==> src/rtl/render_frame_source_if.sv <==
// Config-write and render-stream bus between the frame source and its neighbours.
// master: the frame source (accepts config, drives the stream); slave: host/downstream side.
interface render_frame_source_if;
    logic        cfg_valid;
    logic        cfg_ready;
    logic [10:0] cfg_stage;
    logic [11:0] cfg_reg;
    logic [31:0] cfg_data;
    logic        program_out;
    logic [10:0] x_out;
    logic [11:0] y_out;
    logic [31:0] data_out;
    logic        pixel_valid;

    modport master (
        input  cfg_valid, cfg_stage, cfg_reg, cfg_data,
        output cfg_ready, program_out, x_out, y_out, data_out, pixel_valid
    );
    modport slave (
        output cfg_valid, cfg_stage, cfg_reg, cfg_data,
        input  cfg_ready, program_out, x_out, y_out, data_out, pixel_valid
    );
endinterface

==> src/rtl/render_frame_source.sv <==
// Head of the render chain: drains queued shape-register writes as program beats, then one frame of bg pixels.
// Optional RENDER_FRAME_SOURCE_AUTORUN_EN: frames run back to back from reset, start ignored.
module render_frame_source #(
    parameter int H_RES      = 640,
    parameter int V_RES      = 480,
    parameter int FIFO_DEPTH = 16
) (
    input  logic                        clk,
    input  logic                        rst_n,
    input  logic                        start,
    input  logic [31:0]                 bg_color,
    render_frame_source_if.master       bus,
    output logic                        busy,
    output logic                        frame_done
);
    localparam int AW = $clog2(FIFO_DEPTH);
    localparam logic [10:0] X_LAST = 11'(H_RES - 1);
    localparam logic [11:0] Y_LAST = 12'(V_RES - 1);
    localparam logic [AW:0] FULL_CNT = (AW+1)'(FIFO_DEPTH);

    typedef struct packed {
        logic [10:0] stage;
        logic [11:0] rid;
        logic [31:0] data;
    } cfg_t;

    typedef enum logic [1:0] {IDLE, PROG, SCAN} state_t;

    cfg_t          mem [FIFO_DEPTH];
    cfg_t          head;
    logic [AW-1:0] wr_ptr, rd_ptr;
    logic [AW:0]   count, count_n;
    logic          push, pop, empty;

    state_t        state, state_n;
    logic          emit_prog, emit_pix, latch_bg, last_pix, start_eff;
    logic [10:0]   x_cnt;
    logic [11:0]   y_cnt;
    logic [31:0]   bg_lat;

`ifdef RENDER_FRAME_SOURCE_AUTORUN_EN
    assign start_eff = 1'b1;
`else
    assign start_eff = start;
`endif

    assign push     = bus.cfg_valid && bus.cfg_ready;
    assign empty    = (count == '0);
    assign head     = mem[rd_ptr];
    assign count_n  = count + (AW+1)'(push) - (AW+1)'(pop);
    assign last_pix = (x_cnt == X_LAST) && (y_cnt == Y_LAST);

    always_ff @(posedge clk) begin
        if (push) mem[wr_ptr] <= '{stage: bus.cfg_stage, rid: bus.cfg_reg, data: bus.cfg_data};
    end

    // PROG with an empty queue emits pixel (0,0) itself so the raster follows the last program beat without a gap.
    always_comb begin
        state_n   = state;
        pop       = 1'b0;
        emit_prog = 1'b0;
        emit_pix  = 1'b0;
        latch_bg  = 1'b0;
        case (state)
            IDLE: if (start_eff) begin
                latch_bg = 1'b1;
                state_n  = empty ? SCAN : PROG;
            end
            PROG: if (!empty) begin
                pop       = 1'b1;
                emit_prog = 1'b1;
            end else begin
                emit_pix  = 1'b1;
            end
            SCAN:    emit_pix = 1'b1;
            default: state_n  = IDLE;
        endcase
        if (emit_pix) begin
            state_n = SCAN;
            if (last_pix) begin
`ifdef RENDER_FRAME_SOURCE_AUTORUN_EN
                latch_bg = 1'b1;
                state_n  = (count_n == '0) ? SCAN : PROG;
`else
                state_n  = IDLE;
`endif
            end
        end
    end

    always_ff @(posedge clk) begin
        if (!rst_n) begin
            state           <= IDLE;
            wr_ptr          <= '0;
            rd_ptr          <= '0;
            count           <= '0;
            bus.cfg_ready   <= 1'b1;
            x_cnt           <= '0;
            y_cnt           <= '0;
            bg_lat          <= '0;
            busy            <= 1'b0;
            frame_done      <= 1'b0;
            bus.program_out <= 1'b1;
            bus.x_out       <= 11'h7FF;
            bus.y_out       <= 12'hFFF;
            bus.data_out    <= '0;
            bus.pixel_valid <= 1'b0;
        end else begin
            state         <= state_n;
            count         <= count_n;
            bus.cfg_ready <= (count_n != FULL_CNT);
            if (push) wr_ptr <= wr_ptr + 1'b1;
            if (pop)  rd_ptr <= rd_ptr + 1'b1;
            if (latch_bg) bg_lat <= bg_color;
            busy       <= emit_prog || emit_pix;
            frame_done <= emit_pix && last_pix;

            if (emit_prog) begin
                bus.program_out <= 1'b1;
                bus.x_out       <= head.stage;
                bus.y_out       <= head.rid;
                bus.data_out    <= head.data;
                bus.pixel_valid <= 1'b0;
            end else if (emit_pix) begin
                bus.program_out <= 1'b0;
                bus.x_out       <= x_cnt;
                bus.y_out       <= y_cnt;
                bus.data_out    <= bg_lat;
                bus.pixel_valid <= 1'b1;
            end else begin
                // Stage index 2047 never matches a real renderer, so this beat is inert.
                bus.program_out <= 1'b1;
                bus.x_out       <= 11'h7FF;
                bus.y_out       <= 12'hFFF;
                bus.data_out    <= '0;
                bus.pixel_valid <= 1'b0;
            end

            if (emit_pix) begin
                if (x_cnt == X_LAST) begin
                    x_cnt <= '0;
                    y_cnt <= last_pix ? '0 : y_cnt + 1'b1;
                end else begin
                    x_cnt <= x_cnt + 1'b1;
                end
            end
        end
    end
endmodule

==> src/flat_wrapper.sv <==
// flat-port wrapper written by rule: the top's interface ports become plain ports
module render_frame_source_flat 
#(
    parameter int H_RES      = 640,
    parameter int V_RES      = 480,
    parameter int FIFO_DEPTH = 16
)
  (clk, rst_n, start, bg_color, busy, frame_done, bus_cfg_valid, bus_cfg_stage, bus_cfg_reg, bus_cfg_data, bus_cfg_ready, bus_program_out, bus_x_out, bus_y_out, bus_data_out, bus_pixel_valid);
  render_frame_source_if bus_i ();
  input  logic clk;
  input  logic rst_n;
  input  logic start;
  input  logic [31:0] bg_color;
  output logic busy;
  output logic frame_done;
  input wire logic [$bits(bus_i.cfg_valid)-1:0] bus_cfg_valid;
  input wire logic [$bits(bus_i.cfg_stage)-1:0] bus_cfg_stage;
  input wire logic [$bits(bus_i.cfg_reg)-1:0] bus_cfg_reg;
  input wire logic [$bits(bus_i.cfg_data)-1:0] bus_cfg_data;
  output wire logic [$bits(bus_i.cfg_ready)-1:0] bus_cfg_ready;
  output wire logic [$bits(bus_i.program_out)-1:0] bus_program_out;
  output wire logic [$bits(bus_i.x_out)-1:0] bus_x_out;
  output wire logic [$bits(bus_i.y_out)-1:0] bus_y_out;
  output wire logic [$bits(bus_i.data_out)-1:0] bus_data_out;
  output wire logic [$bits(bus_i.pixel_valid)-1:0] bus_pixel_valid;
  assign bus_i.cfg_valid = bus_cfg_valid;
  assign bus_i.cfg_stage = bus_cfg_stage;
  assign bus_i.cfg_reg = bus_cfg_reg;
  assign bus_i.cfg_data = bus_cfg_data;
  assign bus_cfg_ready = bus_i.cfg_ready;
  assign bus_program_out = bus_i.program_out;
  assign bus_x_out = bus_i.x_out;
  assign bus_y_out = bus_i.y_out;
  assign bus_data_out = bus_i.data_out;
  assign bus_pixel_valid = bus_i.pixel_valid;
  render_frame_source #(.H_RES(H_RES), .V_RES(V_RES), .FIFO_DEPTH(FIFO_DEPTH)) u_core (.clk(clk), .rst_n(rst_n), .start(start), .bg_color(bg_color), .bus(bus_i), .busy(busy), .frame_done(frame_done));
endmodule
==> config.mk <==
export PLATFORM = sky130hd
export DESIGN_NAME = render_frame_source_flat
export DESIGN_NICKNAME = d
export VERILOG_FILES = /design/src/rtl/render_frame_source_if.sv /design/src/rtl/render_frame_source.sv /design/src/flat_wrapper.sv
export SDC_FILE = /design/constraint.sdc
export NUM_CORES = 1
export LEC_CHECK = 0
export ABC_AREA = 1
export CORE_MARGIN = 8
export CORE_UTILIZATION = 45
export DETAILED_ROUTE_END_ITERATION = 12
export PLACE_DENSITY_LB_ADDON = 0.2
export SKIP_LAST_GASP = 1
export SLEW_MARGIN = 30
export SYNTH_ARGS = -nofsm -noshare
export SYNTH_HDL_FRONTEND = slang
export SYNTH_SLANG_ARGS = --single-unit
export TNS_END_PERCENT = 50
==> constraint.sdc <==
create_clock -name clk -period 4.15 [get_ports clk]
set_input_delay 0.6225 -clock clk [delete_from_list [all_inputs] [get_ports clk]]
set_output_delay 0.6225 -clock clk [all_outputs]
set_load 0.02 [all_outputs]
==> flow_metrics.tcl, run 1 <==
set metrics [dict create \
    status "completed" \
    cts_root_buf "clkbuf_16" \
    fp.dieW_um 321 \
    antenna_left 0 \
    synth-seq-cells 1014 \
    drive_gt1_frac 0.0590 \
    dpl.hpwl_um 57300 \
    place_inst 5191 \
    pin_count 151 \
    min_path_type "reg -> reg" \
    end_kind "flop" \
    finClkSkew_ns 0.0223 \
    rr_worst_depth 9 \
    post_cts_buffers 0 \
    syn_area_um2 41900 \
    portBuffers 150 \
    crit_type "reg -> reg" \
    grt_pass1_vias 26282 \
    dieArea_um2 103000 \
    path_max_fanout 65 \
    synth.top_cell.area_share 0.631 \
    grt_first_pass_wirelength_um 158000 \
    synthTopCellsByCount "nand2_1, edfxtp_1, nand3_1" \
    path_clk_slew_ns 0.06 \
    die_h_um 321 \
    rsz0062_at_grt "no" \
    synth_cells 3942 \
    antenna_found_initial 3 \
    whs_path_depth 2 \
    synth.most_common_cell "nand2_1" \
    cap_viol_max_count 0 \
    rows 112 \
    synth.distinct_cells 36 \
    p_leak_uw 0.0183 \
    fin_nets 4152 \
    finalCriticalPeriod_ns 2.79 \
    finalHoldViolCount 0 \
    remaining_drc_errors 0 \
    cp-start-kind "flop" \
    grt_usage 0.197 \
    peakVddDrop_mv 0.495 \
    yosys.area.top_type "edfxtp_1" \
    cts_tree "built" \
    drt_iter0_markers 2390 \
    final.setup.tns_ns 0 \
    postLayoutCoreUtil 0.516 \
    vias 27463 \
    via_per_inst 5.10 \
    clock_tree.buffer_depth 3 \
    start_util 0.451 \
    syn-num-nets 4049 \
    gp_congestion 0.774 \
    cts_sinks 1014 \
    drt-total-wl_um 104000 \
    yosysWarnings 0 \
    async_flop_share 0 \
    synth-seq-area-share 0.696 \
    syn2layout_area_growth_pct 14.5 \
    hold_buffers 0 \
    grt_overflow_total 0 \
    syn_area_per_cell_um2 10.6 \
    wl_per_cell_um 19.3 \
    grt_max_degree 178 \
    min_period_over_period 0.672 \
    post_cts_resized 0 \
    maxSlewHeadroom 0.358 \
    tightest_slew_ns 0.963 \
    max_freq_mhz 359 \
    core_area_um2 92800 \
    critPathRequiredTime_ns 4.72 \
    crit_arrival_ns 3.36 \
    synthFlopType "edfxtp_1" \
    netlist_top_cells_area "edfxtp_1, nand2_1, dfxtp_1, nand3_1, inv_1" \
    finalSetupViolCount 0 \
    finalMaxSlewViolations 0 \
    power_density_nw_per_um2 578 \
    stdcell_count 5388 \
    numCtsBuffers 106 \
    cts.htree.levels 3 \
    synth_edf_count 880 \
    n_antenna_cell 0 \
    dr.pass1.iters 5 \
    worstSkewPairLatency_ns 0.68 \
]
==> worst paths after layout <==
| check | start | to | slack [ns] |
|---|---|---|---|
| worst min register to register | u_core.bg_lat[11]$_SDFFE_PN0P_ | u_core.bg_lat[11]$_SDFFE_PN0P_ | 0.45 |
| worst max-delay path | flop | u_core.bus.data_out[23]$_SDFF_PN0_ | 1.36 |
| worst min-delay path | u_core.bg_lat[11]$_SDFFE_PN0P_ | u_core.bg_lat[11]$_SDFFE_PN0P_ | 0.45 |
| worst max register to register | flop | u_core.bus.data_out[23]$_SDFF_PN0_ | 1.36 |
==> critical path, stage by stage (launching register included) <==
cell	delay [ns]
dfxtp_4	0.42
buf_4	0.52
buf_4	0.70
nand2_1	0.11
nand3_1	0.11
nand3_1	0.18
nand3_1	0.14
nand3_1	0.19
nand2_1	0.17
inv_1	0.04
==> logic make-up (layout without fill, tap and decap cells) <==
kind of cell             after synthesis  count (layout)  share of synthesized area
AND/OR/NAND/NOR                     1963            1963                      0.194
flip-flops                          1014            1014                      0.696
buffers and inverters                620             812                     0.0644
AO/OA/AOI/OAI                        323             323                     0.0400
adder cells (fa/ha/maj)               16              16                    0.00496
XOR/XNOR                               6               6                    0.00126
==> placed cells by master (no fill, tap or decap), drive strengths merged <==
cell type,n
dfxtp,134
xor2,5
nand2,1044
clkinvlp,2
xnor2,1
clkdlybuf4s50,149
inv,406
clkbuf,147
nor3,7
buf,60
or2,1
o21bai,2
clkinv,45
edfxtp,880
nor2,363
nand4,9
a21oi,61
fa,1
nand3b,4
bufinv,3
o211ai,15
ha,15
o21ai,243
nand3,533
and3,1
o31ai,2
nor4,1
==> area by class of cell <==
type,count,area (µm²)
Fill cell,8204,44900
Sequential cell,1014,29100
Multi-Input combinational cell,2308,10200
Clock buffer,147,2920
Timing Repair Buffer,209,2170
Tap cell,1254,1570
Inverter,406,1550
Clock inverter,50,403
==> state kept, by name, summed over array words and instances, names as in the netlist, 2 cells and up, named ones only <==
name,cells
u_core.state,2
u_core.y_cnt,12
u_core.bus.x_out,11
u_core.bus.y_out,12
u_core.rd_ptr,4
u_core.mem,880
u_core.count,5
u_core.bus.data_out,32
u_core.wr_ptr,4
u_core.x_cnt,11
u_core.bg_lat,32
==> power breakdown <==
group	switching (µW)	internal, µW
Combinational	4700	2040
Sequential	196	11700
Clock	3920	5110
Total	8820	18900
==> metal layers <==
| layer | share of wire | global-route usage |
|---|---|---|
| met3 | 0.065 | 0.0311 |
| met5 | 0 | 0 |
| met4 | 0.022 | 0.0597 |
| met1 | 0.45 | 0.277 |
| met2 | 0.47 | 0.316 |
==> per-stage QoR <==
stage | cell area, µm² | hold WS (ns) | total power, µW | setup WS (ns)
after global placement | 44600 | 0.436 | 18800 | 1.12
after floorplan | 41900 | 0.425 | 16800 | 0.384
after detailed placement | 44600 | 0.443 | 18900 | 1.08
final | 47900 | 0.450 | 27700 | 1.36
after global routing | 47900 | 0.468 | 29100 | 1.12
after CTS | 47900 | 0.453 | 27900 | 1.38
No activity file was read; power rests on OpenSTA's default activity.
==> run 2: changes to the inputs <==
==> constraint.sdc (replaced) <==
create_clock -name clk -period 2.4 [get_ports clk]
set_input_delay 0.36 -clock clk [delete_from_list [all_inputs] [get_ports clk]]
set_output_delay 0.36 -clock clk [all_outputs]
set_load 0.02 [all_outputs]
==> flow_metrics.tcl, run 2 (synthesis results as in run 1) <==
set metrics [dict create \
    peakVddDrop_mv 0.734 \
    grt_max_degree 117 \
    layout_common_cells "nand2_1, edfxtp_1, nand3_1" \
    use_met2 0.325 \
    power_uw 49700 \
    grt_pass1_vias 26915 \
    p_leak_uw 0.0189 \
    cts_sinks 1014 \
    timing.rr.end "u_core.bus.cfg_ready$_SDFF_PN1_" \
    remaining_drc_errors 0 \
    tightest_slew_ns 0.791 \
    fp.dieW_um 321 \
    finalSetupViolCount 0 \
    core_area_um2 92800 \
    slowest_delay_ns 0.40 \
    grt_usage 0.202 \
    fin_nets 4226 \
    antenna_found_initial 2 \
    max_freq_mhz 437 \
    worstSkewPairLatency_ns 0.68 \
    finish.instance_area_um2 49300 \
    rr_worst_depth 17 \
    grt_overflow_total 0 \
    end_kind "flop" \
    antenna_left 0 \
    cp-start-kind "flop" \
    drive_gt1_frac 0.0807 \
    met1_usage 0.284 \
    gr-max-usage-layer "met2" \
    clock_tree.buffer_depth 3 \
    status "completed" \
    cts.htree.levels 3 \
    post_dp_cell_area_um2 45700 \
    cts_root_buf "clkbuf_16" \
    path_max_fanout 2 \
    largest_reg_flops 880 \
    finalMaxSlewViolations 0 \
    slowest_stage "fa_2" \
    die_h_um 321 \
    crit_arrival_ns 2.85 \
    syn2layout_area_growth_pct 17.7 \
    min_period_over_period 0.954 \
    n_antenna_cell 0 \
    path_clk_slew_ns 0.06 \
    gp_congestion 0.787 \
    cts_tree "built" \
    timing.rr.start "u_core.count[2]$_SDFF_PN0_" \
    start_util 0.451 \
    power_density_nw_per_um2 1010 \
    postLayoutCoreUtil 0.531 \
    dieArea_um2 103000 \
    layout.cells.most_common "nand2_1" \
    pin_count 151 \
    n_fill_cell 8120 \
    hold_buffers 0 \
    final.setup.tns_ns 0 \
    dr.pass1.iters 5 \
    critPathRequiredTime_ns 2.96 \
    rows 112 \
    regMostFlops "u_core.mem" \
    finalCriticalPeriod_ns 2.29 \
    ff2ff_setup_slack_ns 0.11 \
    maxSlewHeadroom 0.471 \
    numCtsBuffers 106 \
    drt-total-wl_um 106000 \
    cap_viol_max_count 0 \
    portBuffers 150 \
    drt_iter0_markers 2432 \
    min_path_type "in -> reg" \
    reg_top3 "u_core.mem: 880 flops, u_core.bg_lat: 32 flops, u_core.bus.data_out: 32 flops" \
    crit_type "reg -> reg" \
    grt_first_pass_wirelength_um 161000 \
    vias 28002 \
    finalHoldViolCount 0 \
    via_per_inst 5.12 \
    finClkSkew_ns 0.0181 \
    wl_per_cell_um 19.4 \
    dpl.hpwl_um 62400 \
    cpMostUsedCell "inv_2" \
    endpoint "u_core.bus.cfg_ready$_SDFF_PN1_" \
    grt_use_met3 0.0326 \
    crit_path_cell_trace "inv_2 -> ha_2 -> inv_2 -> nor2_2 -> nand2_2 -> nand2_4 -> nor2_4 -> inv_2 -> o21ai_2 -> ha_2 -> inv_2 -> fa_2 -> buf_6 -> xor2_2 -> nand3b_1 -> nor2_1 -> nand2_1" \
    crit_path_start "u_core.count[2]$_SDFF_PN0_" \
]
run 2: area by class of cell:
type                    instances  area (µm²)  area share
clock buffers                 145        2940      0.0597
clock inverters                55         546      0.0111
inverters                     406        1550      0.0314
multi-input cells            2308       10200       0.207
flip-flops and latches       1014       29100       0.591
well taps                    1254        1570      0.0318
repair buffers                283        3320      0.0675
run 2: stage by stage:
stage	hold WS, ns	setup WS [ns]	instances
finish	0.191	0.111	5465
global route	0.183	-0.0359	5465
CTS	0.147	0.0147	5463
detailed placement	0.440	-0.158	5262
global placement	0.435	-0.147	5262
floorplan	0.425	-0.328	3942
run 2: how the worst min path moves through the flow:
stage                                    from                        endpoint  cells past startpoint
6_report                                rst_n   u_core.wr_ptr[0]$_SDFFE_PN0P_                      3
5_1_grt                                 rst_n   u_core.wr_ptr[0]$_SDFFE_PN0P_                      3
4_1_cts                                 rst_n   u_core.wr_ptr[0]$_SDFFE_PN0P_                      3
3_5_place_dp   u_core.bg_lat[13]$_SDFFE_PN0P_  u_core.bg_lat[13]$_SDFFE_PN0P_                      2
3_3_place_gp   u_core.bg_lat[11]$_SDFFE_PN0P_  u_core.bg_lat[11]$_SDFFE_PN0P_                      2
2_1_floorplan   u_core.bg_lat[0]$_SDFFE_PN0P_   u_core.bg_lat[0]$_SDFFE_PN0P_                      2
run 2: repair_timing:
item	in CTS	in global routing
endpoints found under the setup margin	2	3
setup buffers	1	2
resized for setup	5	14
pin swaps	4	7
cloned	0	0
run 2: critical path, delay by kind of cell (launching register included):
kind	cells	cell delay [ns]
and+or+nand+nor	7	0.58
AOI/OAI and AO/OA	1	0.05
DFF	1	0.33
xor gates and xnor gates	1	0.15
buffers and inverters	5	0.31
adders and majority gates	3	0.76
run 2: layer usage:
layer	routed length [µm]	vias up
met3	6910	146
li1	-	13519
met4	2380	0
met5	0	-
met2	49600	826
met1	47400	13511
run 2: power by group:
part           internal (µW)  total (µW)  switching [µW]
Clock                   9630       16300            6690
Combinational           4250       12700            8450
Sequential             20300       20600             363
Total                  34100       49700           15500
